==> src/rtl/hopfield_update_ctrl.sv <==
// Hopfield network recall controller: asynchronous in-place neuron updates
// with sequential weight fetch, convergence detection and a sweep limit.
module hopfield_update_ctrl #(
  parameter int unsigned N          = 25,
  parameter int unsigned DW         = 16,
  parameter int unsigned MAX_SWEEPS = 8,
  parameter int unsigned AW         = $clog2(N * N)
) (
  input  logic                                clk,
  input  logic                                rst,
  input  logic                                start,
  input  logic [N-1:0]                        init_pattern,
  output logic [AW-1:0]                       w_addr,
  input  logic [DW-1:0]                       w_data,
  output logic                                busy,
  output logic                                done,
  output logic                                converged,
  output logic [$clog2(MAX_SWEEPS+1)-1:0]     sweeps,
  output logic [N-1:0]                        state_out
);

  localparam int unsigned IW   = (N > 1) ? $clog2(N) : 1;
  localparam int unsigned JW   = $clog2(N + 1);
  localparam int unsigned SW   = $clog2(MAX_SWEEPS + 1);
  localparam int unsigned ACCW = DW + IW + 1;

  localparam logic [2:0] IDLE   = 3'd0;
  localparam logic [2:0] LOAD   = 3'd1;
  localparam logic [2:0] ACCUM  = 3'd2;
  localparam logic [2:0] UPDATE = 3'd3;
  localparam logic [2:0] CHECK  = 3'd4;
  localparam logic [2:0] DONE   = 3'd5;

  logic [2:0]      state_q, state_d;
  logic [IW-1:0]   i_q, i_d;
  logic [JW-1:0]   j_q, j_d;
  logic [AW-1:0]   base_q, base_d;
  logic [ACCW-1:0] acc_q, acc_d;
  logic            flip_q, flip_d;

  logic [AW-1:0]   addr_d;
  logic            busy_d, done_d, conv_d;
  logic [SW-1:0]   sweeps_d, sweeps_inc;
  logic [N-1:0]    vec_d;

  logic [ACCW-1:0] wext;
  logic [IW-1:0]   jm1;
  logic            upd_bit;

  // Weight sign-extended to accumulator width; j-1 selects the neuron whose
  // weight arrives this cycle (one-cycle read latency).
  assign wext       = {{(ACCW-DW){w_data[DW-1]}}, w_data};
  assign jm1        = IW'(j_q - JW'(1));
  assign sweeps_inc = sweeps + SW'(1);

  always_ff @(posedge clk or posedge rst) begin
    if (rst) begin
      state_q   <= IDLE;
      i_q       <= '0;
      j_q       <= '0;
      base_q    <= '0;
      acc_q     <= '0;
      flip_q    <= 1'b0;
      w_addr    <= '0;
      busy      <= 1'b0;
      done      <= 1'b0;
      converged <= 1'b0;
      sweeps    <= '0;
      state_out <= '0;
    end else begin
      state_q   <= state_d;
      i_q       <= i_d;
      j_q       <= j_d;
      base_q    <= base_d;
      acc_q     <= acc_d;
      flip_q    <= flip_d;
      w_addr    <= addr_d;
      busy      <= busy_d;
      done      <= done_d;
      converged <= conv_d;
      sweeps    <= sweeps_d;
      state_out <= vec_d;
    end
  end

  always_comb begin
    state_d  = state_q;
    i_d      = i_q;
    j_d      = j_q;
    base_d   = base_q;
    acc_d    = acc_q;
    flip_d   = flip_q;
    addr_d   = w_addr;
    busy_d   = busy;
    done_d   = 1'b0;
    conv_d   = converged;
    sweeps_d = sweeps;
    vec_d    = state_out;
    upd_bit  = state_out[i_q];

    case (state_q)
      IDLE: begin
        if (start) begin
          state_d = LOAD;
          busy_d  = 1'b1;
        end
      end

      LOAD: begin
        vec_d    = init_pattern;
        i_d      = '0;
        j_d      = '0;
        base_d   = '0;
        addr_d   = '0;
        acc_d    = '0;
        flip_d   = 1'b0;
        sweeps_d = '0;
        conv_d   = 1'b0;
        state_d  = ACCUM;
      end

      // Issue addresses on j=0..N-1, accumulate the returning data on j=1..N.
      ACCUM: begin
        if (j_q != '0) begin
          acc_d = state_out[jm1] ? (acc_q + wext) : (acc_q - wext);
        end
        if (j_q == JW'(N)) begin
          j_d     = '0;
          state_d = UPDATE;
        end else begin
          j_d    = j_q + JW'(1);
          addr_d = (j_q == JW'(N - 1)) ? '0 : (w_addr + AW'(1));
        end
      end

      UPDATE: begin
        if (acc_q[ACCW-1]) begin
          upd_bit = 1'b0;
        end else if (acc_q != '0) begin
          upd_bit = 1'b1;
        end
        vec_d[i_q] = upd_bit;
        if (upd_bit != state_out[i_q]) begin
          flip_d = 1'b1;
        end
        acc_d = '0;
        if (i_q == IW'(N - 1)) begin
          state_d = CHECK;
        end else begin
          i_d     = i_q + IW'(1);
          base_d  = base_q + AW'(N);
          addr_d  = base_q + AW'(N);
          state_d = ACCUM;
        end
      end

      CHECK: begin
        sweeps_d = sweeps_inc;
        if (!flip_q) begin
          conv_d  = 1'b1;
          done_d  = 1'b1;
          state_d = DONE;
        end else if (sweeps_inc == SW'(MAX_SWEEPS)) begin
          conv_d  = 1'b0;
          done_d  = 1'b1;
          state_d = DONE;
        end else begin
          i_d     = '0;
          flip_d  = 1'b0;
          base_d  = '0;
          addr_d  = '0;
          state_d = ACCUM;
        end
      end

      DONE: begin
        busy_d  = 1'b0;
        state_d = IDLE;
      end

      default: begin
        busy_d  = 1'b0;
        state_d = IDLE;
      end
    endcase
  end

endmodule
==> config.mk <==
export PLATFORM = sky130hd
export DESIGN_NAME = hopfield_update_ctrl
export DESIGN_NICKNAME = d
export VERILOG_FILES = /design/src/rtl/hopfield_update_ctrl.sv
export SDC_FILE = /design/constraint.sdc
export NUM_CORES = 1
export LEC_CHECK = 0
export BUFFER_PORTS_ARGS = -buffer_cell sky130_fd_sc_hd__buf_2
export CORE_ASPECT_RATIO = 0.9
export CORE_MARGIN = 2
export CORE_UTILIZATION = 45
export DETAILED_ROUTE_END_ITERATION = 7
export HOLD_SLACK_MARGIN = 0.1
export SLEW_MARGIN = 20
export SYNTH_ARGS = -nofsm -noshare
export SYNTH_HDL_FRONTEND = slang
export SYNTH_SLANG_ARGS = --single-unit
==> constraint.sdc <==
create_clock -name clk -period 13.1 [get_ports clk]
set_input_delay 2.62 -clock clk [delete_from_list [all_inputs] [get_ports clk]]
set_output_delay 2.62 -clock clk [all_outputs]
set_load 0.01 [all_outputs]
* Yosys cells after proc, flatten, opt, wreduce, memory -nomap -nowiden *
Cells that the tools add are included.
W data, S select, Z words.

cells by class
  add/sub/neg operators = 8
  bitwise operators = 1
  magnitude comparators = 3
  equal/unequal tests = 18
  reduce and logical (&&, ||, !) cells = 19
  muxes and demuxes = 45

operators by type and width
  cell                     count
  $mux W10                 5
  $pmux W25 S2             1
  $mux W22                 2
  $pmux W22 S2             1
  $pmux W10 S4             1
  $pmux W10 S3             1
  $bwmux W25               1
  $add A22 B22 Y22         1
  $reduce_bool A22 Y1      1
  $sub A22 B22 Y22         1
  $mux W5                  4
  $ne A2 B2 Y1 const B     8
  $eq A5 B5 Y1 const B     3
  $mux W3                  5
  $pmux W3 S5              1
  $pmux W5 S3              1
  $mux W1                  14
  $lt A5 B6 Y1 const B     2
  $add A10 B1 Y10 const B  1
  $add A10 B5 Y10 const B  1
  $add A5 B1 Y5 const B    2
  $bmux W1 S5              2
  $pmux W5 S2              1
  $reduce_and A2 Y1        5
  other kinds (24)         29

storage, ports and cells
  register bits = 88
  bits of input ports = 44
  output and inout bits = 42
  logic and storage cells = 106

* Depth between registers and ports, before layout *
  depth after elaboration = 8
  depth in mapped cells = 21

* Worst setup path before layout *
Ideal clock, no wire load.

  path type = input port to flip-flop
  from = in w_data[1]
  to = reg acc_q[21]
  path buffers = 0
  cell stages on the path = 16
  slack = 7.125 ns
  arrival time = 5.854 ns
  cells stage by stage = inv_1 -> ha_1 -> nand2_1 -> or3_1 -> or2_0 -> o21a_1 -> xor2_1 -> ha_1 -> a21oi_1 -> o21ai_0 -> o41a_1 -> o41a_1 -> a31oi_1 -> o21ai_0 -> xor3_1 -> a22o_1

on the way
  longest elaborated chain between the ends = 4
  elaborated cells between the ends (all ways) = 5
  those cells by class = add/sub (2); mux (3)

RTL lines
  item                                                  line  RTL
  start, declared                                       14    input logic [DW-1:0] w_data,
  $sub A22 B22 Y22 or $add A22 B22 Y22 (tied branches)  125   acc_d = state_out[jm1] ? (acc_q + wext) : (acc_q - wext);
  $mux W22 (*)                                          125
  $mux W22 (*)                                          124   if (j_q != '0) begin
  $pmux W22 S2 (*)                                      101   case (state_q)
  end signal, assigned                                  62    acc_q <= '0;
  end signal, assigned                                  75    acc_q <= acc_d;
  end, declared                                         38    logic [ACCW-1:0] acc_q, acc_d;

Every way passes the cells marked *; elsewhere a longest branch is shown, timed or not. The select of a mux whose other input is x is not followed.
A chain may end at the register's enable or synchronous reset.

* Worst setup path in the final report *
Ends and elaborated chain as after synthesis.

==> flow_metrics.tcl <==
set metrics [dict create \
    cts-root-buf "clkbuf_16" \
    holdCritPathClass "reg2reg" \
    cp-end-kind "flop" \
    path_max_fanout 5 \
    synth_edf_count 0 \
    drt_iter0_drc 360 \
    placed_area_um2 6800 \
    synth_seq_cells 88 \
    synth.net_count 771 \
    gp_congestion 0.894 \
    first_pass_iters 5 \
    grt_overflow 0 \
    cp.required_ps 13340 \
    insertion_delay_ps 350 \
    wire_per_inst_um 17.1 \
    ys_warn_count 0 \
    start_kind "input pin" \
    h-tree-depth 3 \
    grt_pass1_wl_um 26300 \
    syn_inst 692 \
    drc 0 \
    tns_ps 0 \
    final_area_um2 7130 \
    crit_arrival_ps 6270 \
    synthFlopType "dfrtp_1" \
    synth_top_cell_area_share 0.349 \
    drt-total-wl_um 15900 \
    syn_area_um2 6300 \
    avgSynthCellArea_um2 9.11 \
    core_um2 13900 \
    tritoncts "done" \
    antenna_cells 0 \
    netlist.top_cell.by_area "dfrtp_1" \
    grt_usage 0.220 \
    utilization 0.515 \
    final_layout_size_suffix_gt1_frac 0.179 \
    max-slew-margin-rel 0.315 \
    die_x_um 129 \
    ys_top_cells_by_area "dfrtp_1, ha_1, mux4_2" \
    grt_pass1_vias 5229 \
    row_count 41 \
    period_share 0.460 \
    die_area_um2 15000 \
    status "finished clean" \
    max-cap-violations 0 \
    cts_setup_buffers 0 \
    detail-route-antenna-nets 0 \
    vias_per_cell 5.97 \
    fp.dieH_um 116 \
    ctsLongestPathBuffers 2 \
    worst_slew_pin_slew_ps 1030 \
    rrSetupSlack_ps 7340 \
    ioPinCount 86 \
    worst-setup-path-type "in2reg" \
    grt_max_degree 69 \
    synth_cell_types 64 \
    yosysMostFrequentCell "dfrtp_1" \
    period_needed_ps 6030 \
    hold_viol_final 0 \
    start_util 0.455 \
    synth_commonest_cells "dfrtp_1, nand2_1, nor2_1" \
    finClkSkew_ps 9.94 \
    antenna_found_initial 0 \
    hold_buffers 0 \
    synthArstFlopShare 1.00 \
    numClockSinks 88 \
    dpl.hpwl_um 11700 \
    port_buffers 85 \
    area_delta_synth_final_pct 13.1 \
    vias 5556 \
    drv_slew 0 \
    clock.fmax_ghz 0.166 \
    ctsResizeCount 0 \
    layout.nets 833 \
    rsz0062_at_grt "no" \
    ys_seq_area_frac 0.349 \
    path_clk_slew_ps 60 \
    numCtsBuffers 9 \
    setup_viol 0 \
]
==> registers in the layout, indices dropped and copies added (netlist names), 3 cells and up <==
name / flops
state_out: 25
acc_q: 22
base_q: 10
w_addr: 10
i_q: 5
j_q: 5
sweeps: 4
state_q: 3
==> per-layer routing <==
| metal | global-route usage | routed length, um | vias to the layer above |
|---|---|---|---|
| met5 | 0 | 0 | - |
| met4 | 0.0536 | 174 | 0 |
| met3 | 0.0472 | 730 | 14 |
| met2 | 0.360 | 7650 | 152 |
| met1 | 0.302 | 7380 | 2735 |
| li1 | - | - | 2655 |
==> cell usage in the layout (no fill, tap or decap), types with 17 or more instances in the layout <==
master and n:
dfrtp_1 88, ha_1 34, xor2_1 18, xnor2_1 28, o21ai_0 47, a22o_1 17, a21oi_1 38, nor2_1 51
a31oi_1 23, and2_1 19, nand2_1 81, buf_2 85
==> worst max-delay path, stage by stage <==
cell,delay [ps]
buf_2,110
inv_1,70
ha_1,160
nand2_1,60
or3_1,320
or2_0,300
o21a_1,210
xor2_1,140
ha_1,340
a21oi_1,150
o21ai_0,120
o41a_1,460
o41a_1,410
a31oi_1,260
o21ai_0,140
xor3_1,190
a22o_1,200
==> metrics by stage <==
step	setup WS [ps]	instances	hold WS, ps
5_1_grt	6790	930	538
3_3_place_gp	6790	915	483
2_1_floorplan	7120	692	466
3_5_place_dp	6700	915	488
4_1_cts	7060	930	515
6_report	7070	930	506
==> area by class of cell <==
cell class / count / area, um2
Fill cell: 1267 / 6720
Tap cell: 172 / 215
Multi-Input combinational cell: 550 / 3870
Clock buffer: 12 / 256
Clock inverter: 3 / 65.1
Sequential cell: 88 / 2200
Timing Repair Buffer: 89 / 455
Inverter: 16 / 61.3
==> worst paths after layout <==
check | start | cells after the start | end
hold reg to reg | busy | 2 | busy
setup / recovery | w_data[1] | 17 | acc_q[21]
hold / removal | busy | 2 | busy
min in group asynchronous | rst | 2 | w_addr[1]
setup reg to reg | j_q[0] | 16 | acc_q[21]
max in group asynchronous | rst | 3 | state_out[17]
==> kinds of logic (layout without fill, tap and decap cells) <==
group | Yosys count | in the layout | synth area share
and+or+nand+nor | 237 | 237 | 0.184
AOI/OAI and AO/OA | 197 | 197 | 0.206
DFF | 88 | 88 | 0.349
buffers and inverters | 54 | 120 | 0.0371
xor gates and xnor gates | 47 | 47 | 0.0677
adders and majority gates | 35 | 35 | 0.0707
muxes | 34 | 34 | 0.0855
Power is not shown: default switching activity piles up to over one toggle a cycle in this logic, so the estimate is an artifact.
